**config.mk**
```make
export PLATFORM = sky130hd
export DESIGN_NAME = div
export DESIGN_NICKNAME = d
export VERILOG_FILES = /design/src/rtl/div_pkg.sv /design/src/rtl/div_step.sv /design/src/rtl/div.sv
export SDC_FILE = /design/constraint.sdc
export NUM_CORES = 1
export LEC_CHECK = 0
export ABC_CLOCK_PERIOD_IN_PS = 5680
export BUFFER_PORTS_ARGS = -buffer_cell sky130_fd_sc_hd__buf_2
export CAP_MARGIN = 10
export CELL_PAD_IN_SITES_DETAIL_PLACEMENT = 1
export CELL_PAD_IN_SITES_GLOBAL_PLACEMENT = 2
export CORE_MARGIN = 3
export CORE_UTILIZATION = 35
export DETAILED_ROUTE_END_ITERATION = 10
export PLACE_DENSITY_LB_ADDON = 0.12
export SLEW_MARGIN = 20
export SYNTH_ARGS = -nofsm -noshare
export SYNTH_HDL_FRONTEND = slang
export SYNTH_SLANG_ARGS = --single-unit
```
**constraint.sdc**
```tcl
create_clock -name clk -period 5.68 [get_ports clk]
set_input_delay 0 -clock clk [delete_from_list [all_inputs] [get_ports clk]]
set_output_delay 0 -clock clk [all_outputs]
set_load 0.05 [all_outputs]
```
**src/rtl/div_pkg.sv**
```systemverilog
// div_pkg - shared definitions for the multi-cycle HI/LO divider.
//   Bus widths, reset/ready/start encodings, the divider state type and a
//   small helper that turns a (possibly signed) operand into its magnitude.
//   No ports (package).
package div_pkg;

    localparam int RegBus       = 32;
    localparam int DoubleRegBus = 64;

    localparam logic RstEnable         = 1'b1;
    localparam logic DivResultReady    = 1'b1;
    localparam logic DivResultNotReady = 1'b0;
    localparam logic DivStart          = 1'b1;
    localparam logic DivStop           = 1'b0;

    typedef enum logic [1:0] {
        DivFree   = 2'b00,
        DivByZero = 2'b01,
        DivOn     = 2'b10,
        DivEnd    = 2'b11
    } div_state_e;

    // Two's-complement magnitude when the operand is treated as signed and negative.
    function automatic logic [RegBus-1:0] div_mag(input logic [RegBus-1:0] v,
                                                 input logic              is_signed);
        return (is_signed && v[RegBus-1]) ? -v : v;
    endfunction

endpackage

```
**src/rtl/div_step.sv**
```systemverilog
// div_step - one restoring-division iteration (purely combinational).
//   i_dividend [64:0] : working register; partial remainder in the upper half,
//                       remaining dividend bits / quotient bits in [31:0]
//   i_divisor  [31:0] : divisor magnitude
//   o_dividend [64:0] : working register after one subtract/shift step
module div_step
    import div_pkg::*;
(
    input  logic [DoubleRegBus:0] i_dividend,
    input  logic [RegBus-1:0]     i_divisor,
    output logic [DoubleRegBus:0] o_dividend
);

    logic [RegBus:0] w_diff;
    logic            w_unused;

    // Bit 64 never carries information: the partial remainder is always
    // smaller than the divisor, so the shift never pushes a one into it.
    assign w_unused = i_dividend[DoubleRegBus];

    always_comb begin
        // Shifted partial remainder (with next dividend bit) minus divisor.
        w_diff = i_dividend[DoubleRegBus-1:RegBus-1] - {1'b0, i_divisor};
        if (w_diff[RegBus]) begin
            o_dividend = {i_dividend[DoubleRegBus-1:0], 1'b0};
        end else begin
            o_dividend = {1'b0, w_diff[RegBus-1:0], i_dividend[RegBus-2:0], 1'b1};
        end
    end

endmodule

```
**src/rtl/div.sv**
```systemverilog
// div - multi-cycle DIV/DIVU controller for the HI/LO datapath.
//   clk          : pipeline clock
//   rst          : synchronous active-high reset
//   signed_div_i : 1 = DIV (signed), 0 = DIVU
//   opdata1_i    : dividend, sampled on request acceptance
//   opdata2_i    : divisor, sampled on request acceptance
//   start_i      : request, held by EX until the result is consumed
//   annul_i      : cancel an in-flight division
//   result_o     : {remainder -> HI, quotient -> LO}, registered
//   ready_o      : result valid, registered
module div
    import div_pkg::*;
(
    input  logic                    clk,
    input  logic                    rst,
    input  logic                    signed_div_i,
    input  logic [RegBus-1:0]       opdata1_i,
    input  logic [RegBus-1:0]       opdata2_i,
    input  logic                    start_i,
    input  logic                    annul_i,
    output logic [DoubleRegBus-1:0] result_o,
    output logic                    ready_o
);

    div_state_e              r_state;
    logic [5:0]              r_cnt;
    logic [DoubleRegBus:0]   r_dividend;
    logic [RegBus-1:0]       r_divisor;
    logic                    r_neg_q;
    logic                    r_neg_r;

    div_state_e              w_state_nxt;
    logic [5:0]              w_cnt_nxt;
    logic [DoubleRegBus:0]   w_dividend_nxt;
    logic [RegBus-1:0]       w_divisor_nxt;
    logic                    w_neg_q_nxt;
    logic                    w_neg_r_nxt;
    logic [DoubleRegBus-1:0] w_result_nxt;
    logic                    w_ready_nxt;

    logic [DoubleRegBus:0]   w_step;
    logic [RegBus-1:0]       w_quot;
    logic [RegBus-1:0]       w_rem;

    div_step u_step (
        .i_dividend (r_dividend),
        .i_divisor  (r_divisor),
        .o_dividend (w_step)
    );

    // After the final step the quotient sits in [31:0] and the remainder
    // directly above it in [63:32].
    assign w_quot = r_neg_q ? -w_step[RegBus-1:0]        : w_step[RegBus-1:0];
    assign w_rem  = r_neg_r ? -w_step[DoubleRegBus-1:RegBus] : w_step[DoubleRegBus-1:RegBus];

    always_comb begin
        w_state_nxt    = r_state;
        w_cnt_nxt      = r_cnt;
        w_dividend_nxt = r_dividend;
        w_divisor_nxt  = r_divisor;
        w_neg_q_nxt    = r_neg_q;
        w_neg_r_nxt    = r_neg_r;
        w_result_nxt   = result_o;
        w_ready_nxt    = ready_o;

        case (r_state)
            DivFree: begin
                w_ready_nxt  = DivResultNotReady;
                w_result_nxt = '0;
                if (start_i == DivStart && !annul_i) begin
                    if (opdata2_i == '0) begin
                        w_state_nxt = DivByZero;
                    end else begin
                        w_state_nxt    = DivOn;
                        w_cnt_nxt      = '0;
                        w_divisor_nxt  = div_mag(opdata2_i, signed_div_i);
                        w_dividend_nxt = {33'b0, div_mag(opdata1_i, signed_div_i)};
                        w_neg_q_nxt    = signed_div_i & (opdata1_i[RegBus-1] ^ opdata2_i[RegBus-1]);
                        w_neg_r_nxt    = signed_div_i & opdata1_i[RegBus-1];
                    end
                end
            end
            DivByZero: begin
                w_state_nxt  = DivEnd;
                w_result_nxt = '0;
                w_ready_nxt  = DivResultReady;
            end
            DivOn: begin
                if (annul_i) begin
                    w_state_nxt  = DivFree;
                    w_ready_nxt  = DivResultNotReady;
                    w_result_nxt = '0;
                end else begin
                    w_dividend_nxt = w_step;
                    w_cnt_nxt      = r_cnt + 6'd1;
                    if (r_cnt == 6'd31) begin
                        w_state_nxt  = DivEnd;
                        w_ready_nxt  = DivResultReady;
                        w_result_nxt = {w_rem, w_quot};
                    end
                end
            end
            DivEnd: begin
                if (start_i == DivStop) begin
                    w_state_nxt  = DivFree;
                    w_ready_nxt  = DivResultNotReady;
                    w_result_nxt = '0;
                end
            end
            default: begin
                w_state_nxt = DivFree;
            end
        endcase
    end

    always_ff @(posedge clk) begin
        if (rst == RstEnable) begin
            r_state    <= DivFree;
            r_cnt      <= '0;
            r_dividend <= '0;
            r_divisor  <= '0;
            r_neg_q    <= 1'b0;
            r_neg_r    <= 1'b0;
            result_o   <= '0;
            ready_o    <= DivResultNotReady;
        end else begin
            r_state    <= w_state_nxt;
            r_cnt      <= w_cnt_nxt;
            r_dividend <= w_dividend_nxt;
            r_divisor  <= w_divisor_nxt;
            r_neg_q    <= w_neg_q_nxt;
            r_neg_r    <= w_neg_r_nxt;
            result_o   <= w_result_nxt;
            ready_o    <= w_ready_nxt;
        end
    end

endmodule

```
# Word-level counts from Yosys, hierarchy flattened
# Index checks and enable logic that the tools add are counted.
# classes
addsub	6
n_div	0
n_lt_le_gt_ge	0
bitwise	4
n_shift	0
mul	0
n_mux	27
n_reduce_logical	12
n_eq_ne	9
# ops
op	n
$mux W64	7
$pmux W64 S3	1
$mux W32	4
$neg A32 Y32	4
$pmux W64 S2	1
$sub A33 B32 Y33	1
$logic_not A32 Y1	1
$mux W6	3
$pmux W6 S2	1
$mux W2	5
$ne A2 B2 Y1 const B	4
$pmux W2 S4	1
$add A6 B1 Y6 const B	1
$eq A6 B5 Y1 const B	1
$reduce_and A3 Y1	2
$eq A2 B2 Y1 const B	2
$pmux W1 S4	1
$reduce_and A4 Y1	1
$logic_and A1 B1 Y1	3
$mux W1	3
$ne A3 B3 Y1 const B	1
$and A1 B1 Y1	2
$eq A2 B1 Y1 const B	1
$logic_not A2 Y1	1
6 further kinds	6
# word_totals
ff_bits	171
ramBits	0
in_bits	69
memories	0
latch_bits	0
wordCells	66
out_inout_bits	65
mem_bits_ro	0

# Logic depth before layout (Yosys ltp)
# Gate-level depths: netlist of run 1.
# logic_depth
ltp_word	7
mapped_depth	23
depth_no_buf	21

# By module
# From an unflattened synthesis of run 1, not the netlist that was laid out.
# hier_totals
cells_unflattened	1522
area_unflattened_um2	11785.1
# by_module_without_submodules
mod	area_per_inst_um2	cells_per_inst	instances	seq_area_each_um2
div	9091.2	1135	1	3443.3
div_step	2693.8	387	1	0.0

# Worst setup path before layout of run 1
# No wires, ideal clock.
# synth_timing
path_kind	register to register
from	reg r_dividend[31]
to	reg result_o[60]
t_required_ps	5563
period_less_slack_ps	4586
setup_time_ps	117
arrival_ps	4469
n_path_buf	3
stages_incl_launch_ff	21
path_slack_ps	1094
path_cell_list	dfxtp_1 -> inv_1 -> ha_1 -> inv_1 -> fa_1 -> a211oi_2 -> o31ai_2 -> o2111ai_1 -> a21oi_1 -> o21a_1 -> o21a_2 -> nor2_2 -> buf_2 -> buf_1 -> buf_2 -> mux2i_1 -> ha_1 -> nand3b_1 -> o41ai_1 -> xor2_1 -> a22o_1
# synth_between
elab_chain_len	7
# synth_rtl
element	line_no	text
from (decl)	div.sv:27	logic [DoubleRegBus:0] r_dividend;
from (signal assigned)	div.sv:129	r_dividend <= w_dividend_nxt;
$sub A33 B32 Y33	div_step.sv:23	w_diff = i_dividend[DoubleRegBus-1:RegBus-1] - {1'b0, i_divisor};
$mux W64 (*)	div_step.sv:24	if (w_diff[RegBus]) begin
$neg A32 Y32	div.sv:54	assign w_rem = r_neg_r ? -w_step[DoubleRegBus-1:RegBus] : w_step[DoubleRegBus-1:RegBus];
$mux W32 (*)	div.sv:54	
$mux W64 (*)	div.sv:96	if (r_cnt == 6'd31) begin
$mux W64 (*)	div.sv:89	if (annul_i) begin
$pmux W64 S3 (*)	div.sv:66	case (r_state)
to (signal assigned)	div.sv:133	result_o <= w_result_nxt;
to (decl)	div.sv:21	output logic [DoubleRegBus-1:0] result_o,
# Every way passes the cells marked *; elsewhere a longest branch is shown, timed or not. The select of a mux whose other input is x is not followed.
# A chain may end at the register's enable or synchronous reset.

# Worst setup path after layout of run 1
# Same ends and word-level chain as after synthesis.

==> results of run 1 <==
## power by group through the flow
stage / registers, mW / clock network (mW) / logic (mW)
floorplan: 1.47 / 0 / 1.50
global placement: 1.50 / 0 / 2.12
detailed placement: 1.51 / 0 / 2.13
CTS: 1.48 / 1.22 / 2.16
global route: 1.50 / 1.27 / 2.39
finish: 1.48 / 1.19 / 2.17
## kinds of logic after synthesis
| family | share of synthesized area [%] |
|---|---|
| AND/OR/NAND/NOR | 21.7 |
| flip-flops | 29.8 |
| XOR/XNOR | 11.0 |
| buffers and inverters | 5.16 |
| adder cells (fa/ha/maj) | 4.64 |
| multiplexers | 2.70 |
| AO/OA/AOI/OAI | 25.0 |
## state kept, by name (all words and copies together), names as in the netlist
| register | cells |
|---|---|
| r_neg_r | 1 |
| result_o | 64 |
| ready_o | 1 |
| r_cnt | 6 |
| r_state | 2 |
| r_dividend | 64 |
| r_divisor | 32 |
| r_neg_q | 1 |
## worst paths after layout
path | from | slack [ns] | endpoint
worst min register to register | result_o[41]$_SDFFE_PP0P_ | 0.45 | result_o[41]$_SDFFE_PP0P_
worst max register to register | r_dividend[31]$_SDFFE_PP0P_ | 0.56 | result_o[60]$_SDFFE_PP0P_
worst max-delay path | r_dividend[31]$_SDFFE_PP0P_ | 0.56 | result_o[60]$_SDFFE_PP0P_
worst min-delay path | opdata1_i[10] | 0.01 | r_dividend[10]$_SDFFE_PP0P_
## worst max-delay path, cell delays in order (launching register included)
cell and delay (ns):
dfxtp_1 0.35, inv_1 0.09, ha_1 0.16, inv_1 0.05, fa_1 0.41, a211oi_2 0.26
o31ai_2 0.09, buf_4 0.17, o2111ai_1 0.29, a21oi_1 0.15, o21a_1 0.25, o21a_2 0.28
nor2_4 0.13, buf_4 0.52, mux2i_1 0.36, ha_1 0.37, nand3b_1 0.22, o41ai_1 0.49
xor2_1 0.11, a22o_1 0.19
## metrics by stage
stage               hold WS [ns]  instances  setup WS (ns)
CTS                      0.00127       2077          0.615
global route              0.0377       2077          0.197
detailed placement         0.333       2010          0.648
finish                    0.0104       2077          0.562
floorplan                  0.136       1511           1.09
global placement           0.327       2010          0.823
## placed cells by master (no fill, tap or decap), types with 23 or more instances in the layout
cell type / n
nor3_1: 40
nor2_1: 196
xnor2_1: 80
a22oi_1: 45
nand2_1: 178
inv_1: 59
xor2_1: 65
o21ai_0: 78
a22o_1: 31
ha_1: 41
buf_2: 132
a21oi_1: 116
o31ai_1: 23
a211oi_1: 45
dfxtp_1: 171
dlygate4sd3_1: 35
## metal layers
layer	track usage (%)	part of all wire, %	up-vias
met1	36.1	53	5462
met3	2.96	3.8	32
li1	-	-	5619
met2	33.8	42	263
met5	0	0	-
met4	5.23	1.4	0
## timing repair
action | 4_1_cts | 5_1_grt
endpoints found under the setup margin | 0 | 0
hold buffers | 35 | 0
hold endpoints to repair | 33 | 0
## layout make-up
type                    count  area [um^2]
clock buffers              18          439
clock inverters            14          149
fillers                  3962        18500
inverters                  60          225
multi-input cells        1193         7510
flip-flops and latches    171         3420
well taps                 435          544
repair buffers            186         1150
==> run metrics, run 1 <==
status=completed; I/O pin total=134; Synth area leader=dfxtp_1; total number of vias=11,376; Max VDD drop=191 uV; endpoints failing setup=0; Max Slew Vio Count=0; Max Cap Viol=0; Comb pwr share=44.8%; Initial Util=36.0%; Internal Power=2.63 mW; EDFF count, synth=0; R2R cell count=19; HPWL Detailed=31,500 um; FP Rows=65; Tot Pwr=4.85 mW; most instantiated cells after synthesis=196 x nor2_1, 178 x nand2_1, 171 x dfxtp_1, 117 x a21oi_1, 80 x xnor2_1; RSZ-0062 raised after global routing=no; # diodes=0; die outline area=35,100 um^2; Design Area, Final=13,400 um^2; pwr dens=361 nW/um^2; final hold viol count=0; Final period util=90.1%; DR vias/cell=5.48; area grow syn2layout=17.0%; sequential share of the synthesized area=29.8%; synth unique cells=76; htree depth=4; hold path depth=5; TritonCTS buffer count=17; Worst Tran Pin Value=0.925 ns; drt pass-1 iters=5; ranking of synthesized cells by area=dfxtp_1 30%, nor2_1 6.4%, xnor2_1 6.1%; Synth async-reset ratio=0%; gpl congestion=0.871; fin util=42.1%; largest fanout on the critical path=47; Avg Synthesized Cell Area=7.61 um^2; CTS Buffer Depth=2; Clk pwr share=24.6%; Critical Path RT=6.02 ns; Net Count, Synth=1,622; switching part of the total=45.8%; CP arrival=5.46 ns; static leakage=5.45 nW; count leader, synth=nor2_1; clock skew=0.0173 ns; CORE AREA=32,000 um^2; Placed Instance Area=12,500 um^2; first-pass GRT wire length=64,900 um; # nets final=1,740; Routed Antenna Nets=0; worst rel slew slack=37.8%; total negative slack=0 ns; CTS root buf=clkbuf_16; Die H=187 um; worst hold-check path type=input port to flop; Setup Crit Path Kind=flop to flop; crit start category=flop; Synth top area share=29.8%; layout cells sized above 1=13.3%; Netlist Area Pre-Place=11,500 um^2; DRC=0; clk slew on worst S/H paths=0.08 ns; cts repair resizes=0; dominant synthesized flop cell=dfxtp_1; Initial DRC Count=676; CTS tree=yes; total wire length=41,800 um; WL/cell=20.1 um; clk sinks=171; sequential share of power=30.6%; Die Span X=187 um; Max Freq=195 MHz; total gr overflow=0; input/output buffers=133; Critical Path End Type=flop; largest net degree at the start of global routing=78; Syn. warnings=0; gr usage total=23.2%; switching power=2.22 mW; Final min period=5.12 ns; vias in the first global route=10,933; Post-Syn Instances=1,511; initial antenna violation count=0; Yosys reg bits=171; Skew-Pair Late Insertion Delay=0.46 ns; number of setup buffers added after CTS=0
Note: power is estimated with default switching activity, not from simulation.
==> run 2, diff against run 1 <==
Settings changed: BUFFER_PORTS_ARGS -buffer_cell sky130_fd_sc_hd__buf_2 to -buffer_cell sky130_fd_sc_hd__buf_4.
==> run 2 against run 1 <==
Net effect: die area unchanged; combinational power increased by 2%; count of clock-buffer cells in the layout increased by 1; flip-flop and latch count unchanged; routed wire length increased by 0.45%; sequential power about the same; clock skew decreased by 0.0049 ns; largest power group unchanged.
==> run metrics, run 2 (same netlist as run 1, synthesis figures left out) <==
Die H=187 um (unchanged); Min-Delay Endpoint=r_dividend[10]$_SDFFE_PP0P_; endpoints failing setup=0 (unchanged); Max Cap Viol=0 (unchanged); Max Slew Vio Count=0 (unchanged); CORE AREA=32,000 um^2 (unchanged); Routed Antenna Nets=0 (unchanged); input/output buffers=133 (unchanged); Comb pwr share=45.0% (+0.2 points); HPWL Detailed=31,800 um (+0.78%); TritonCTS buffer count=17 (unchanged); Crit path buffers/inverters=4 (unchanged); worst path cell trace=inv_1 > ha_1 > inv_1 > fa_1 > a211oi_2 > o31ai_2 > buf_4 > o2111ai_1 > a21oi_1 > o21a_1 > nor3_2 > nor2_4 > inv_2 > ha_1 > nand2_1 > o21ai_0 > o21ai_0 > a21oi_1 > xnor2_1 > a22oi_1 > nor2_1; CP arrival=5.15 ns (-0.31 ns); # nets final=1,751 (+0.63%); total wire length=42,000 um (+0.45%); vias in the first global route=11,470 (+4.9%); commonest non-fill, non-tap cell in the layout=nor2_1; clk slew on worst S/H paths=0.08 ns (about the same); switching part of the total=44.9% (-0.89 points); Clk pwr share=24.6% (about the same); Worst path max stage delay=0.44 ns (-0.08 ns); status=completed; clock skew=0.0124 ns (-0.00485 ns); Initial DRC Count=677 (+0.15%); Design Area, Final=13,900 um^2 (+3.4%); Crit Reg-Reg Endpoint=result_o[30]$_SDFFE_PP0P_; htree depth=4 (unchanged); reg2reg start=r_dividend[31]$_SDFFE_PP0P_; Max VDD drop=215 uV (+13%); WL/cell=20.1 um (-0.12%); FP Rows=65 (unchanged); sequential share of power=30.3% (-0.3 points); crit start category=flop; total gr overflow=0 (unchanged); switching power=2.20 mW (-0.78%); Worst Tran Pin Value=0.956 ns (+0.0311 ns); Initial Util=36.0% (unchanged); Die Span X=187 um (unchanged); CP max-delay cell=nor3_2; CTS Buffer Depth=2 (unchanged); first-pass GRT wire length=66,200 um (+2.1%); Setup Crit Path Kind=flop to flop; clk sinks=171 (unchanged); DR vias/cell=5.52 (+0.75%); DRC=0 (unchanged); static leakage=5.55 nW (+1.8%); Max Freq=206 MHz (+5.6%); Final min period=4.85 ns (-0.272 ns); pwr dens=353 nW/um^2 (-2.1%); total negative slack=0 ns (unchanged); cts repair resizes=0 (unchanged); worst rel slew slack=35.8% (-2.1 points); Internal Power=2.70 mW (+2.8%); total number of vias=11,528 (+1.3%); Inst Count DP=2,014 (+0.20%); die outline area=35,100 um^2 (unchanged); Placed Instance Area=12,900 um^2 (+3.0%); worst hold-check path type=input port to flop; number of setup buffers added after CTS=0 (unchanged); largest fanout on the critical path=17 (-64%); most frequent cells in the layout=196 x nor2_1, 178 x nand2_1, 171 x dfxtp_1; R2R Setup Slk=0.83 ns (+0.27 ns); I/O pin total=134 (unchanged); area grow syn2layout=20.9%; gr usage total=23.5% (+0.22 points); final hold viol count=0 (unchanged); Tot Pwr=4.91 mW (+1.2%); drt pass-1 iters=4 (-1); Top Registers=r_dividend (64), result_o (64), r_divisor (32); min-delay src=opdata1_i[10]; layout cells sized above 1=13.4% (+0.093 points); CTS root buf=clkbuf_16; Skew-Pair Late Insertion Delay=0.44 ns (-0.02 ns); Top Family by Delay on Critical Path=compound AO/OA/AOI/OAI gates; largest net degree at the start of global routing=80 (+2.6%); RSZ-0062 raised after global routing=no; final std cells w/o fill=2,089 (+0.58%); initial antenna violation count=0 (unchanged); hold path depth=5 (unchanged); R2R cell count=21 (+2); Final period util=85.3% (-4.8 points); CTS tree=yes; Critical Path End Type=flop; gpl congestion=0.886 (+1.7%); Critical Path RT=5.98 ns (-0.04 ns)
-- run 2: metrics by stage --
| step | hold WS, ns | setup slack, ns | util (%) |
|---|---|---|---|
| global placement | 0.314 | 1.12 | 40.3 |
| CTS | 0.00101 | 0.871 | 43.5 |
| finish | 0.0102 | 0.834 | 43.5 |
| detailed placement | 0.319 | 0.915 | 40.3 |
| floorplan | 0.136 | 1.09 | - |
| global route | 0.0363 | 0.356 | 43.5 |
-- run 2: power by group through the flow --
stage / sequential (mW) / combinational [mW] / clock, mW
finish: 1.49 / 2.21 / 1.21
detailed placement: 1.51 / 2.16 / 0
floorplan: 1.47 / 1.50 / 0
CTS: 1.48 / 2.20 / 1.23
global placement: 1.50 / 2.14 / 0
global route: 1.50 / 2.44 / 1.28
-- run 2: per-layer routing --
| metal | wire length (um) | global-route usage [%] | up-vias |
|---|---|---|---|
| li1 | - | - | 5633 |
| met2 | 17800 | 35.5 | 231 |
| met4 | 610 | 5.12 | 0 |
| met3 | 1510 | 2.70 | 33 |
| met1 | 22000 | 35.7 | 5631 |
| met5 | 0 | 0 | - |
-- run 2: cell type report --
cell class / instances / area, um^2
sequential: 171 / 3420
inverter: 60 / 225
fill: 3924 / 18100
tap: 435 / 544
antenna: 1 / 2.50
multi-input combinational: 1193 / 7510
timing repair buffer: 197 / 1600
clock buffer: 19 / 443
clock inverter: 13 / 151
-- run 2: worst max path at each step --
stage	startpoint	endpoint	slack (ns)	cells past startpoint
finish	r_dividend[31]$_SDFFE_PP0P_	result_o[30]$_SDFFE_PP0P_	0.83	21
global route	r_dividend[31]$_SDFFE_PP0P_	result_o[30]$_SDFFE_PP0P_	0.36	21
CTS	r_dividend[31]$_SDFFE_PP0P_	result_o[30]$_SDFFE_PP0P_	0.87	21
detailed placement	r_dividend[31]$_SDFFE_PP0P_	result_o[60]$_SDFFE_PP0P_	0.91	19
global placement	r_dividend[31]$_SDFFE_PP0P_	result_o[60]$_SDFFE_PP0P_	1.12	19
floorplan	r_dividend[31]$_SDFFE_PP0P_	result_o[60]$_SDFFE_PP0P_	1.09	20
-- run 2: repair_timing --
action,CTS,global route
endpoints found under the hold margin,41,0
setup endpoints to repair,0,0
hold buffers,42,0
-- run 2: worst reg2reg max path, cell delays in order (launching register included) --
cell       delay [ns]
dfxtp_1          0.36
inv_1            0.09
ha_1             0.16
inv_1            0.05
fa_1             0.41
a211oi_2         0.29
o31ai_2          0.10
buf_4            0.17
o2111ai_1        0.23
a21oi_1          0.15
o21a_1           0.26
nor3_2           0.44
nor2_4           0.08
inv_2            0.30
ha_1             0.27
nand2_1          0.15
o21ai_0          0.44
o21ai_0          0.22
a21oi_1          0.23
xnor2_1          0.10
a22oi_1          0.16
nor2_1           0.05
